==> src/rtl/fetch_pkg.sv <==
// Shared types and constants for the instruction fetch buffer.
// Holds the fetch FSM state encoding and the queue entry layout.
package fetch_pkg;

    localparam int INST_W = 32;
    localparam int ADDR_W = 32;
    localparam logic [ADDR_W-1:0] PC_STEP = 32'd4;

    typedef enum logic [1:0] {
        IDLE = 2'd0,
        REQ  = 2'd1,
        DROP = 2'd2
    } fetch_state_e;

    typedef struct packed {
        logic [ADDR_W-1:0] pc;
        logic [INST_W-1:0] inst;
    } fetch_entry_t;

    // Redirect targets are word aligned: the two low bits are discarded.
    function automatic logic [ADDR_W-1:0] align_word(input logic [ADDR_W-1:0] addr);
        return {addr[ADDR_W-1:2], 2'b00};
    endfunction

endpackage

==> src/rtl/fetch_fifo.sv <==
// Circular buffer of {pc, inst} entries for the fetch buffer.
// DEPTH must be a power of two so the pointers wrap by natural overflow.
module fetch_fifo
    import fetch_pkg::*;
#(
    parameter int DEPTH = 4
) (
    input  logic                   clk,
    input  logic                   rst,
    input  logic                   clear,
    input  logic                   push,
    input  fetch_entry_t           push_entry,
    input  logic                   pop,
    output fetch_entry_t           head,
    output logic [$clog2(DEPTH):0] count
);

    localparam int PTR_W = $clog2(DEPTH);
    localparam int CNT_W = PTR_W + 1;

    fetch_entry_t     mem [DEPTH];
    logic [PTR_W-1:0] wr_ptr;
    logic [PTR_W-1:0] rd_ptr;

    // Clear takes priority over a coincident push or pop.
    always_ff @(posedge clk or posedge rst) begin
        if (rst) begin
            wr_ptr <= '0;
            rd_ptr <= '0;
            count  <= '0;
        end else if (clear) begin
            wr_ptr <= '0;
            rd_ptr <= '0;
            count  <= '0;
        end else begin
            if (push) wr_ptr <= wr_ptr + PTR_W'(1);
            if (pop)  rd_ptr <= rd_ptr + PTR_W'(1);
            count <= count + CNT_W'(push) - CNT_W'(pop);
        end
    end

    always_ff @(posedge clk) begin
        if (push && !clear) mem[wr_ptr] <= push_entry;
    end

    assign head = mem[rd_ptr];

endmodule

==> src/rtl/inst_fetch_buffer.sv <==
// Instruction fetch unit: one outstanding memory request feeding a small queue.
// Define FETCH_STATS_EN to add pop and stall counters (fetch_cnt_o, stall_cnt_o).
module inst_fetch_buffer
    import fetch_pkg::*;
#(
    parameter int          DEPTH      = 4,
    parameter logic [31:0] START_ADDR = 32'h0000_0000
) (
    input  logic               clk_i,
    input  logic               rst_i,
    input  logic               start_i,
    output logic               mem_req_o,
    output logic [ADDR_W-1:0]  mem_addr_o,
    input  logic               mem_ack_i,
    input  logic [INST_W-1:0]  mem_data_i,
    output logic [INST_W-1:0]  inst_o,
    output logic [ADDR_W-1:0]  pc_o,
    output logic               valid_o,
    input  logic               ready_i,
    input  logic               redirect_i,
    input  logic [ADDR_W-1:0]  redirect_pc_i,
`ifdef FETCH_STATS_EN
    output logic [31:0]        fetch_cnt_o,
    output logic [31:0]        stall_cnt_o,
`endif
    output fetch_state_e       state_o
);

    // Decode handshake: a pop happens on a rising edge where valid_o && ready_i
    // and no redirect is present; valid_o never depends on ready_i.
    localparam int CNT_W = $clog2(DEPTH) + 1;
    localparam logic [CNT_W-1:0] DEPTH_CNT = CNT_W'(DEPTH);

    fetch_state_e      state_q, state_d;
    logic [ADDR_W-1:0] pc_q, pc_d;
    logic [ADDR_W-1:0] addr_q, addr_d;
    logic              push, pop, clear;
    logic [CNT_W-1:0]  count;
    fetch_entry_t      head;

    always_ff @(posedge clk_i or posedge rst_i) begin
        if (rst_i) begin
            state_q <= IDLE;
            pc_q    <= START_ADDR;
            addr_q  <= '0;
        end else begin
            state_q <= state_d;
            pc_q    <= pc_d;
            addr_q  <= addr_d;
        end
    end

    always_comb begin
        state_d = state_q;
        pc_d    = pc_q;
        addr_d  = addr_q;
        push    = 1'b0;
        clear   = redirect_i;
        pop     = valid_o && ready_i && !redirect_i;
        if (redirect_i) pc_d = align_word(redirect_pc_i);
        case (state_q)
            IDLE: begin
                if (start_i && !redirect_i && (count < DEPTH_CNT)) begin
                    state_d = REQ;
                    addr_d  = pc_q;
                end
            end
            REQ: begin
                // The request cannot be withdrawn; a redirect only marks its data as stale.
                if (redirect_i) begin
                    state_d = mem_ack_i ? IDLE : DROP;
                end else if (mem_ack_i) begin
                    push    = 1'b1;
                    pc_d    = pc_q + PC_STEP;
                    state_d = IDLE;
                end
            end
            DROP: begin
                if (mem_ack_i) state_d = IDLE;
            end
            default: state_d = IDLE;
        endcase
    end

    fetch_fifo #(.DEPTH(DEPTH)) u_fifo (
        .clk        (clk_i),
        .rst        (rst_i),
        .clear      (clear),
        .push       (push),
        .push_entry ('{pc: pc_q, inst: mem_data_i}),
        .pop        (pop),
        .head       (head),
        .count      (count)
    );

    assign mem_req_o  = (state_q != IDLE);
    assign mem_addr_o = addr_q;
    assign valid_o    = (count != '0);
    // Gate the head so the outputs read zero while the storage holds stale data.
    assign inst_o     = valid_o ? head.inst : '0;
    assign pc_o       = valid_o ? head.pc   : '0;
    assign state_o    = state_q;

`ifdef FETCH_STATS_EN
    logic [31:0] fetch_cnt_q;
    logic [31:0] stall_cnt_q;

    always_ff @(posedge clk_i or posedge rst_i) begin
        if (rst_i) begin
            fetch_cnt_q <= '0;
            stall_cnt_q <= '0;
        end else begin
            if (pop)                 fetch_cnt_q <= fetch_cnt_q + 32'd1;
            if (valid_o && !ready_i) stall_cnt_q <= stall_cnt_q + 32'd1;
        end
    end

    assign fetch_cnt_o = fetch_cnt_q;
    assign stall_cnt_o = stall_cnt_q;
`endif

endmodule

==> config.mk <==
export PLATFORM = sky130hd
export DESIGN_NAME = inst_fetch_buffer
export DESIGN_NICKNAME = d
export VERILOG_FILES = /design/src/rtl/fetch_pkg.sv /design/src/rtl/fetch_fifo.sv /design/src/rtl/inst_fetch_buffer.sv
export SDC_FILE = /design/constraint.sdc
export NUM_CORES = 1
export LEC_CHECK = 0
export BUFFER_PORTS_ARGS = -buffer_cell sky130_fd_sc_hd__buf_2
export CORE_ASPECT_RATIO = 1.5
export CORE_MARGIN = 5
export CORE_UTILIZATION = 50
export DETAILED_ROUTE_END_ITERATION = 7
export HOLD_SLACK_MARGIN = 0.15
export PLACE_DENSITY = 0.67
export SYNTH_ARGS = -nofsm -noshare
export SYNTH_HDL_FRONTEND = slang
export SYNTH_SLANG_ARGS = --single-unit
==> constraint.sdc <==
create_clock -name clk_i -period 5.19 [get_ports clk_i]
set_clock_uncertainty 0.05 [all_clocks]
set_input_delay 1.038 -clock clk_i [delete_from_list [all_inputs] [get_ports clk_i]]
set_output_delay 1.038 -clock clk_i [all_outputs]
set_load 0.01 [all_outputs]
==> flow_summary.json <==
{
  "grt_antenna_before_repair": 0,
  "postSynthNetCount": 811,
  "clock_tree_from_tritoncts": "done",
  "initial_utilization_pct": 50.2,
  "synthesis.area_per_instance_um2": 18.0,
  "instances_no_fill": 1259,
  "timing.critical_path.arrival_ns": 2.58,
  "synth_enable_flop_cells": 256,
  "maximum_number_of_pins_on_one_net_before_global_route_repair": 66,
  "timing.final.crit_share_pct": 70.6,
  "maxSlewHeadroom_pct": 29.7,
  "hp-class": "reg -> reg",
  "reg2reg_setup_slack_ns": 2.31,
  "run_status": "finished, final reports clean",
  "numClockSinks": 329,
  "transition_time_at_the_pin_with_the_least_slew_margin_ns": 1.05,
  "synth_top_cells_by_area": "edfxtp_1 (58%), dfrtp_1 (14%), mux4_2 (11%), and2_1 (3.3%), mux2_2 (2.7%)",
  "timing.fmax_mhz": 273,
  "cts_root_buf": "clkbuf_16",
  "fraction_of_registers_with_async_set_reset_pct": 22.2,
  "detail_route.wirelength_mm": 27.0,
  "regToRegStartpoint": "u_fifo.count[2]",
  "wl_met2_mm": 13.9,
  "diodes": 0,
  "cts-resized-gates": 0,
  "buffer_ports.inserted": 167,
  "postCtsSetupRepairBufs": 0,
  "floorplan.die.height_um": 209,
  "totalPowerFinal_w": 0.00705,
  "post-route-min-period_ns": 3.67,
  "placement.cell_area_um2": 14400,
  "drt_pass1_iterations": 5,
  "std_cell_rows": 73,
  "number_of_placed_i_o_pins": 170,
  "number_of_vias_per_cell_after_detailed_routing": 5.61,
  "hold_end": "mem_addr_o[24]",
  "sequential_cell_area_um2": 9520,
  "floorplan_die_width_um": 143,
  "final_nets": 977,
  "postLayoutCellArea_um2": 15500,
  "report.final.setup_viol": 0,
  "dp.cells": 1205,
  "cts_buffers": 29,
  "insertion_delay_ns": 0.56,
  "critical_path_required_ns": 4.10,
  "h-tree-depth": 1,
  "worst_setup_path_start_kind": "register",
  "top_signal_layer_used": "met4",
  "global_route_congestion_overflow_total": 0,
  "reg2reg_to": "u_fifo.count[2]",
  "yosysWarnings": 0,
  "syn-cell-area_um2": 13200,
  "synthFlopType": "edfxtp_1",
  "post-route-drc-count": 0,
  "area_growth_syn_to_layout_pct": 17.1,
  "synth_seq_cells": 329,
  "hold_path_origin": "mem_addr_o[24]",
  "global_route_total_usage_across_every_layer_pct": 18.3,
  "max_cap_violations": 0,
  "core_area_um2": 26300,
  "critical_setup_path_kind": "reg -> out",
  "wl_per_cell_um": 21.4,
  "whs_path_depth": 1,
  "layout.filler_cells": 2048,
  "setup_tns_ns": 0,
  "cts.path.max_buffers": 3,
  "drt.antenna.violating_nets": 0,
  "reg2regPathDepth": 11,
  "die_area_um2": 29800,
  "synth_seq_area_share_pct": 72.0,
  "finalHoldViolCount": 0,
  "syn_inst": 733,
  "maxSlewViolCount": 0,
  "gp_congestion": 0.780,
  "max-vdd-ir-drop_v": 0.000315,
  "drive_above_1_share_pct": 36.1,
  "timing.critical_path.fanout_max": 46,
  "dr.first_iter.drc_count": 378,
  "grt_first_pass_wirelength_mm": 42.3,
  "worst_setup_path_end_kind": "primary output",
  "synth_top_area_share_pct": 58.2,
  "ctsHoldBuffers": 0,
  "synth.distinct_cells": 49,
  "combined_area_of_the_multi_input_logic_cells_um2": 3510,
  "synth_area_leader_cell": "edfxtp_1",
  "power_density_nw_per_um2": 456,
  "place.detailed.hpwl_mm": 15.9,
  "clkSlewWorstSetupHoldPaths_ns": 0.06,
  "rsz0062_at_grt": "false",
  "number_of_global_route_vias_before_repair": 7415,
  "vias": 7058,
  "detailroute.wirelength.met3_mm": 1.38,
  "worst_hold_slack_ns": 0.453,
  "met1_length_mm": 11.1,
  "leakagePower_nw": 5.59
}
## power breakdown
| group | switching, W | total (W) | internal [W] |
|---|---|---|---|
| sequential | 0.000201 | 0.00324 | 0.00304 |
| clock | 0.000922 | 0.00235 | 0.00143 |
| combinational | 0.000723 | 0.00146 | 0.000734 |
## state kept, by name, summed over array words and instances, names as in the netlist
signal / flops
u_fifo.mem: 256
u_fifo.rd_ptr: 2
mem_addr_o: 32
u_fifo.wr_ptr: 2
u_fifo.count: 3
pc_q: 32
state_o: 2
## layout make-up
type | instances | area share [%]
clock buffer | 39 | 5.39
clock inverter | 15 | 1.56
inverter | 12 | 0.299
multi-input combinational | 354 | 22.7
sequential | 329 | 61.5
tap | 337 | 2.73
timing repair buffer | 173 | 5.77
## cell usage after synthesis, drive strengths merged, types with 4 or more instances
| master | n |
|---|---|
| inv | 12 |
| nor2 | 19 |
| nand3 | 11 |
| nand2b | 4 |
| mux2 | 32 |
| a311oi | 4 |
| and4 | 5 |
| o31ai | 5 |
| nand4 | 14 |
| and2 | 70 |
| nand2 | 25 |
| dfrtp | 73 |
| xnor2 | 5 |
| mux4 | 64 |
| or3 | 7 |
| a31oi | 7 |
| nor3 | 5 |
| o21ai | 14 |
| edfxtp | 256 |
| ha | 7 |
| xor2 | 9 |
| buf | 16 |
| clkbuf | 22 |
| or4 | 6 |
## per-layer routing
layer	track usage [%]	up-vias
li1	-	3209
met1	24.4	3617
met2	31.7	198
met3	2.61	34
met4	4.72	0
met5	0	-
## cell families after synthesis
kind of cell	Yosys count	share of synthesized area [%]
AOI/OAI and AO/OA	48	2.55
and+or+nand+nor	185	8.30
muxes	99	13.9
xor gates and xnor gates	14	0.928
DFF	329	72.0
buffers and inverters	50	1.52
adders and majority gates	8	0.815
## stage by stage
step / setup WS, ns / util, %
final: 1.52 / 58.8
after detailed placement: 1.99 / 54.7
after global routing: 1.33 / 58.8
after floorplan: 1.47 / -
after global placement: 1.98 / 54.7
after CTS: 1.42 / 58.8
## critical path, cell delays in order, from the launching register on
cell and delay, ns:
dfrtp_4 0.72, buf_12 0.41, mux4_2 0.54, and2_1 0.20, buf_2 0.15
## how the worst max path moves through the flow
stage,from,to,slack [ns],depth (start not counted)
floorplan,redirect_i,u_fifo.mem[0][0],1.47,4
CTS,u_fifo.rd_ptr[0],pc_o[22],1.42,4
finish,u_fifo.rd_ptr[0],pc_o[21],1.52,4
global placement,redirect_i,u_fifo.mem[1][30],1.98,4
detailed placement,redirect_i,u_fifo.mem[3][28],1.99,4
global route,u_fifo.rd_ptr[0],pc_o[14],1.33,4
## placed cells by master (no fill, tap or decap), types with 4 or more instances in the layout
master / instances
a31oi_1: 7
or4_1: 5
ha_1: 7
o31ai_1: 5
buf_4: 5
clkinv_2: 4
nand4_1: 13
nor2_1: 19
buf_2: 167
clkbuf_16: 29
clkbuf_8: 7
xnor2_1: 5
edfxtp_1: 256
and4_1: 5
nand3_1: 11
mux4_2: 64
and2_4: 4
nand2b_1: 4
mux2_2: 32
bufinv_16: 6
o21ai_0: 14
nand2_1: 25
or3_1: 6
and2_1: 65
inv_1: 11
nor3_1: 5
dfrtp_1: 71
xor2_1: 9
a311oi_1: 4
Note: power is estimated with default switching activity, not from simulation.
